**src/rtl/serial_arith_pkg.sv**
```systemverilog
// Shared types and helpers for the bit-serial arithmetic blocks.
// Holds the FSM state encoding and the counter sizing rule.
package serial_arith_pkg;

  typedef enum logic [1:0] {
    IDLE  = 2'd0,
    SHIFT = 2'd1,
    DONE  = 2'd2
  } state_t;

  // A 1- or 2-bit operand still needs a 1-bit counter; $clog2(1) would give 0.
  function automatic int cnt_width(input int width);
    if (width <= 2) begin
      return 1;
    end
    return $clog2(width);
  endfunction

endpackage

```
**src/rtl/full_subtractor.sv**
```systemverilog
// Combinational 1-bit full subtractor: d = a - b - bin with borrow-out.
// This is the arithmetic cell that the serial datapath reuses for every bit.
module full_subtractor (
  input  logic a,
  input  logic b,
  input  logic bin,
  output logic d,
  output logic bout
);

  logic w_axb;

  assign w_axb = a ^ b;
  assign d     = w_axb ^ bin;
  assign bout  = (~a & b) | (~w_axb & bin);

endmodule

```
**src/rtl/serial_subtractor.sv**
```systemverilog
// Bit-serial unsigned subtractor: {bout, diff} = a - b - bin, one bit per clock, LSB first.
// Operands arrive and results leave over valid/ready handshakes.
module serial_subtractor
  import serial_arith_pkg::*;
#(
  parameter int WIDTH = 8
) (
  input  logic             clk,
  input  logic             rst,
  input  logic             in_valid,
  output logic             in_ready,
  input  logic [WIDTH-1:0] a,
  input  logic [WIDTH-1:0] b,
  input  logic             bin,
  output logic             out_valid,
  input  logic             out_ready,
  output logic [WIDTH-1:0] diff,
  output logic             bout,
  output logic [1:0]       o_dbg_state
);

  localparam int CW = cnt_width(WIDTH);
  localparam logic [CW-1:0] LAST_CNT = CW'(WIDTH - 1);

  state_t           r_state;
  state_t           w_next_state;
  logic [WIDTH-1:0] r_a;
  logic [WIDTH-1:0] r_b;
  logic [WIDTH-1:0] r_res;
  logic             r_br;
  logic [CW-1:0]    r_cnt;
  logic [WIDTH-1:0] r_diff;
  logic             r_bout;

  logic             w_d;
  logic             w_br_next;
  logic [WIDTH-1:0] w_res_next;
  logic             w_last;
  logic             w_accept;
  logic             w_release;

  // Handshake rule for both ports: a transfer happens on a rising edge where
  // valid and ready are both high; the producer holds valid and data until then.
  assign in_ready    = (r_state == IDLE) && !rst;
  assign out_valid   = (r_state == DONE);
  assign diff        = r_diff;
  assign bout        = r_bout;
  assign o_dbg_state = r_state;

  assign w_accept  = in_valid && in_ready;
  assign w_release = out_valid && out_ready;
  assign w_last    = (r_cnt == LAST_CNT);

  full_subtractor u_full_subtractor (
    .a    (r_a[0]),
    .b    (r_b[0]),
    .bin  (r_br),
    .d    (w_d),
    .bout (w_br_next)
  );

  // New difference bits enter at the MSB so that after WIDTH shifts bit 0 sits at the LSB.
  generate
    if (WIDTH == 1) begin : g_res_single
      assign w_res_next = w_d;
    end else begin : g_res_multi
      assign w_res_next = {w_d, r_res[WIDTH-1:1]};
    end
  endgenerate

  always_comb begin
    w_next_state = r_state;
    case (r_state)
      IDLE: begin
        if (w_accept) begin
          w_next_state = SHIFT;
        end
      end
      SHIFT: begin
        if (w_last) begin
          w_next_state = DONE;
        end
      end
      DONE: begin
        if (w_release) begin
          w_next_state = IDLE;
        end
      end
      default: begin
        w_next_state = IDLE;
      end
    endcase
  end

  always_ff @(posedge clk) begin
    if (rst) begin
      r_state <= IDLE;
      r_a     <= '0;
      r_b     <= '0;
      r_res   <= '0;
      r_br    <= 1'b0;
      r_cnt   <= '0;
      r_diff  <= '0;
      r_bout  <= 1'b0;
    end else begin
      r_state <= w_next_state;
      case (r_state)
        IDLE: begin
          if (w_accept) begin
            r_a   <= a;
            r_b   <= b;
            r_br  <= bin;
            r_res <= '0;
            r_cnt <= '0;
          end
        end
        SHIFT: begin
          r_a   <= r_a >> 1;
          r_b   <= r_b >> 1;
          r_br  <= w_br_next;
          r_res <= w_res_next;
          r_cnt <= r_cnt + 1'b1;
          if (w_last) begin
            r_diff <= w_res_next;
            r_bout <= w_br_next;
          end
        end
        default: begin
        end
      endcase
    end
  end

endmodule

```
**config.mk**
```make
export PLATFORM = sky130hd
export DESIGN_NAME = serial_subtractor
export DESIGN_NICKNAME = d
export VERILOG_FILES = /design/src/rtl/serial_arith_pkg.sv /design/src/rtl/full_subtractor.sv /design/src/rtl/serial_subtractor.sv
export SDC_FILE = /design/constraint.sdc
export NUM_CORES = 1
export LEC_CHECK = 0
export CAP_MARGIN = 10
export CORE_MARGIN = 2
export CORE_UTILIZATION = 54
export DETAILED_ROUTE_END_ITERATION = 8
export PLACE_DENSITY = 0.94
export SYNTH_ARGS = -nofsm -noshare
export SYNTH_HDL_FRONTEND = slang
export SYNTH_SLANG_ARGS = --single-unit
```
**constraint.sdc**
```tcl
create_clock -name clk -period 3.2 [get_ports clk]
set_clock_uncertainty 0.1 [all_clocks]
set_input_delay 0.48 -clock clk [delete_from_list [all_inputs] [get_ports clk]]
set_output_delay 0.48 -clock clk [all_outputs]
set_load 0.05 [all_outputs]
```
==> qor_table.md <==
| Stage | Result | Value |
| --- | --- | --- |
| worst setup path | Count of cell instances traversed by the critical path | 2 |
| detailed routing | Number of nets still failing antenna checks after routing | 0 |
| synthesis | Post-synthesis average cell area | 9.35 um2 |
| cts | Clock Path Buffers | 2 |
| power and ir drop | Pwr/cell area | 455 mW/mm2 |
| power and ir drop | Sequential cell fraction of total power | 0.549 |
| global route | Remaining Overflow, GRT | 0 |
| sta | Shortest clock period the worst path allows after layout | 2.52 ns |
| worst setup path | Cell family with the largest share of critical-path delay | buffers and inverters |
| layout | Final antenna diode count | 0 |
| layout | Share of post-route cells with drive strength above 1 | 0.130 |
| worst setup path | Required time reported for the critical path endpoint | 2.62 ns |
| outcome | Status | completed |
| worst setup path | Type of the worst setup path | reg2out |
| floorplan | Initial standard-cell utilization of the core | 0.557 |
| sta | Setup repair after global routing missed its margin | false |
| detailed routing | Starting DRC count in detailed routing | 57 |
| synthesis | Net count of the mapped netlist | 203 |
| power and ir drop | Peak supply drop | 0.000230 V |
| floorplan | Chip height | 59.7 um |
| worst setup path | Crit path buf inv count | 1 |
| cts | H-tree levels | 2 |
| worst setup path | Maximum net fanout on the critical path | 13 |
| detailed routing | First-pass detailed-route iteration total | 4 |
| worst setup path | Termination of the worst setup path | out_valid |
| layout | Nets | 231 |
| sta | Least setup slack across all paths after layout | 0.676 ns |
| layout | Growth of design area from synthesis to finish | 22.3% |
| worst setup path | CP Capture Type | primary output |
| synthesis | Number of flops mapped to enable cells by yosys | 0 |
| cts | Number of buffers inserted by hold repair at cts | 0 |
| power and ir drop | Portion of total power attributed to the clock network | 0.288 |
| worst setup path | Setup crit start | o_dbg_state[1] |
| synthesis | Warnings, synthesis | 0 |
| power and ir drop | Switching component of the power | 0.256 mW |
| floorplan | Die Wd | 59.7 um |
| sta | Number of max-slew violations in the final report | 0 |
| synthesis | Flip-flop cell with the highest count after synthesis | dfxtp_1 |
| synthesis | Share of flip-flops with an asynchronous set or reset | 0 |
| synthesis | Count of unique library cells instantiated by Yosys | 37 |
| cts | Number of gates resized after cts | 0 |
| synthesis | Synthesized flop and latch total | 38 |
| worst setup path | Worst-case reg-to-reg path depth | 5 |
| cts | Clock latency at the later pin of the worst-skew pair | 0.36 ns |
| sta | Relative slew margins | 0.564 |
| floorplan | Number of I/O pins | 34 |
| cts | Root buffer cell | clkbuf_4 |
| synthesis | Sequential-to-total area share from yosys stat | 0.455 |
| power and ir drop | Relative contribution of combinational cells to total power | 0.163 |
| place | HPWL after DPL | 2.20 mm |
| cts | Number of buffers created by CTS | 5 |
| power and ir drop | Leakage power total | 0.722 nW |
| cts | Number of clock sinks | 38 |
| detailed routing | Vias | 1,409 |
| sta | Final setup vio count | 0 |
| cts | Post-CTS Setup Inserts | 0 |
| global route | Pin count of the biggest net entering global routing | 41 |
| sta | Fraction of the cycle the final worst path needs | 0.789 |
| flow run | Count of max-cap constraint violations | 0 |
| power and ir drop | Switching share of power | 0.275 |
| place | Pre-CTS setup slack | 1.08 ns |
| synthesis | Post-synthesis cell count | 179 |
| cts | TritonCTS clock tree | built |
| detailed routing | Via-to-Cell Ratio | 5.85 |
| worst setup path | List of cells traversed by the critical path | nor2b_1, clkdlybuf4s50_1 |
| global route | First-pass GRT wire length | 5.53 mm |
| detailed routing | Aggregate routed wire length | 3.30 mm |
| detailed routing | Number of remaining DRC errors | 0 |
| worst setup path | Launch instance of the worst register-to-register path | r_cnt[0] |
| sta | Final setup TNS | 0 ns |
| floorplan | Standard-cell rows | 20 |
| place | IO Port Bufs | 33 |
| global route | Via count of the first global-routing pass | 1,226 |
| sta | Worst-margin pin slew | 0.653 ns |
| detailed routing | Avg WL per Cell | 13.7 um |
| sta | Achievable clock frequency | 396 MHz |
| worst setup path | Reg-to-reg slack, setup | 1.58 ns |
| cts | Clock slew at the register clock pins of the worst setup and hold paths | 0.12 ns |
| worst setup path | Largest stage delay on the critical path | 0.82 ns |
| floorplan | Placeable core region | 0.00300 mm2 |
| power and ir drop | Cell-internal power | 0.674 mW |
| place | RePlAce Congestion | 0.790 |
| global route | Tot GR Track Use | 0.211 |
| synthesis | Post-Syn Area | 0.00167 mm2 |
| worst hold path | Worst Hold Class | reg2reg |
| sta | Final hold vios | 0 |
| global route | Number of antenna violations at the first check in global routing | 0 |
| worst setup path | Capture point of the worst reg-to-reg path | diff[2] |
| floorplan | Full die area | 0.00356 mm2 |
| layout | Number of filler instances in the final layout | 249 |
| worst setup path | Slowest cell on crit path | clkdlybuf4s50_1 |
| worst setup path | Data arrival time of the worst path | 1.94 ns |
| worst setup path | Launching element type of the critical path | flip-flop |
## synthesized netlist by cell type, drive strengths merged (2+ instances only)
cell type	instances	area, um2
dfxtp	38	761
nor2	34	128
buf	14	91.3
a211oi	13	148
a21oi	12	60.1
a22oi	9	67.6
o2bb2ai	9	78.8
nand2	8	30.0
nand3	8	40.0
o22ai	5	31.3
inv	4	15.0
nor2b	3	18.8
ha	2	25.0
nand2b	2	12.5
nand3b	2	18.8
## metal layers
layer | GRT usage | vias to the layer above | wire [um]
met3 | 0.0736 | 10 | 225
li1 | - | 701 | -
met2 | 0.312 | 45 | 1490
met4 | 0.102 | 0 | 81
met1 | 0.272 | 653 | 1500
met5 | 0 | - | 0
## layout make-up
| type | count | area, um2 | area share |
|---|---|---|---|
| inverters | 4 | 15.0 | 0.00734 |
| repair buffers | 36 | 363 | 0.177 |
| clock buffers | 6 | 51.3 | 0.0251 |
| flip-flops and latches | 38 | 761 | 0.372 |
| clock inverters | 2 | 12.5 | 0.00612 |
| multi-input cells | 122 | 802 | 0.392 |
| well taps | 33 | 41.3 | 0.0202 |
## per-stage QoR
step	cell area [um2]	power (mW)	utilization	hold WS [ns]	std cells
6_report	2050	0.931	0.681	0.358	241
5_1_grt	2050	0.969	0.681	0.381	241
4_1_cts	2050	0.933	0.681	0.362	241
3_5_place_dp	1980	0.672	0.660	0.347	233
3_3_place_gp	1980	0.668	0.660	0.342	233
2_1_floorplan	1670	0.627	-	0.344	179
## flip-flops by register name, summed over array words and instances, names as in the netlist
register	count
r_b	8
r_res	7
bout	1
r_cnt	3
r_br	1
o_dbg_state	2
diff	8
r_a	8
## kinds of logic after synthesis
kind of cell | share of synthesized area
AND/OR/NAND/NOR | 0.168
flip-flops | 0.455
AO/OA/AOI/OAI | 0.272
adder cells (fa/ha/maj) | 0.0269
multiplexers | 0.0127
buffers and inverters | 0.0658
## power groups by stage
stage / sequential, mW / combinational [mW] / clock (mW)
6_report: 0.511 / 0.151 / 0.268
5_1_grt: 0.514 / 0.166 / 0.289
4_1_cts: 0.510 / 0.151 / 0.271
3_5_place_dp: 0.521 / 0.151 / 0
3_3_place_gp: 0.521 / 0.147 / 0
2_1_floorplan: 0.521 / 0.106 / 0
## tightest hold or removal path: stages (launching register included)
cell	delay, ns
dfxtp_1	0.33
nand2_1	0.05
a21oi_1	0.05
## worst min path at each step
stage,from,endpoint,cells after the start
5_1_grt,diff[0],diff[0],2
3_3_place_gp,diff[6],diff[6],2
3_5_place_dp,diff[4],diff[4],2
4_1_cts,diff[4],diff[4],2
6_report,diff[4],diff[4],2
2_1_floorplan,r_res[1],diff[0],2
## cells in the final DEF (no fill, tap or decap), drive strengths merged, types with 2 or more instances in the layout
| cell type | count |
|---|---|
| a22oi | 9 |
| a211oi | 13 |
| nor2b | 3 |
| dfxtp | 38 |
| ha | 2 |
| inv | 4 |
| a21oi | 12 |
| nor2 | 34 |
| nand2b | 2 |
| nand2 | 8 |
| clkbuf | 6 |
| clkdlybuf4s50 | 32 |
| nand3 | 8 |
| nand3b | 2 |
| o22ai | 5 |
| buf | 4 |
| o2bb2ai | 9 |
No activity file was read; power rests on OpenSTA's default activity.
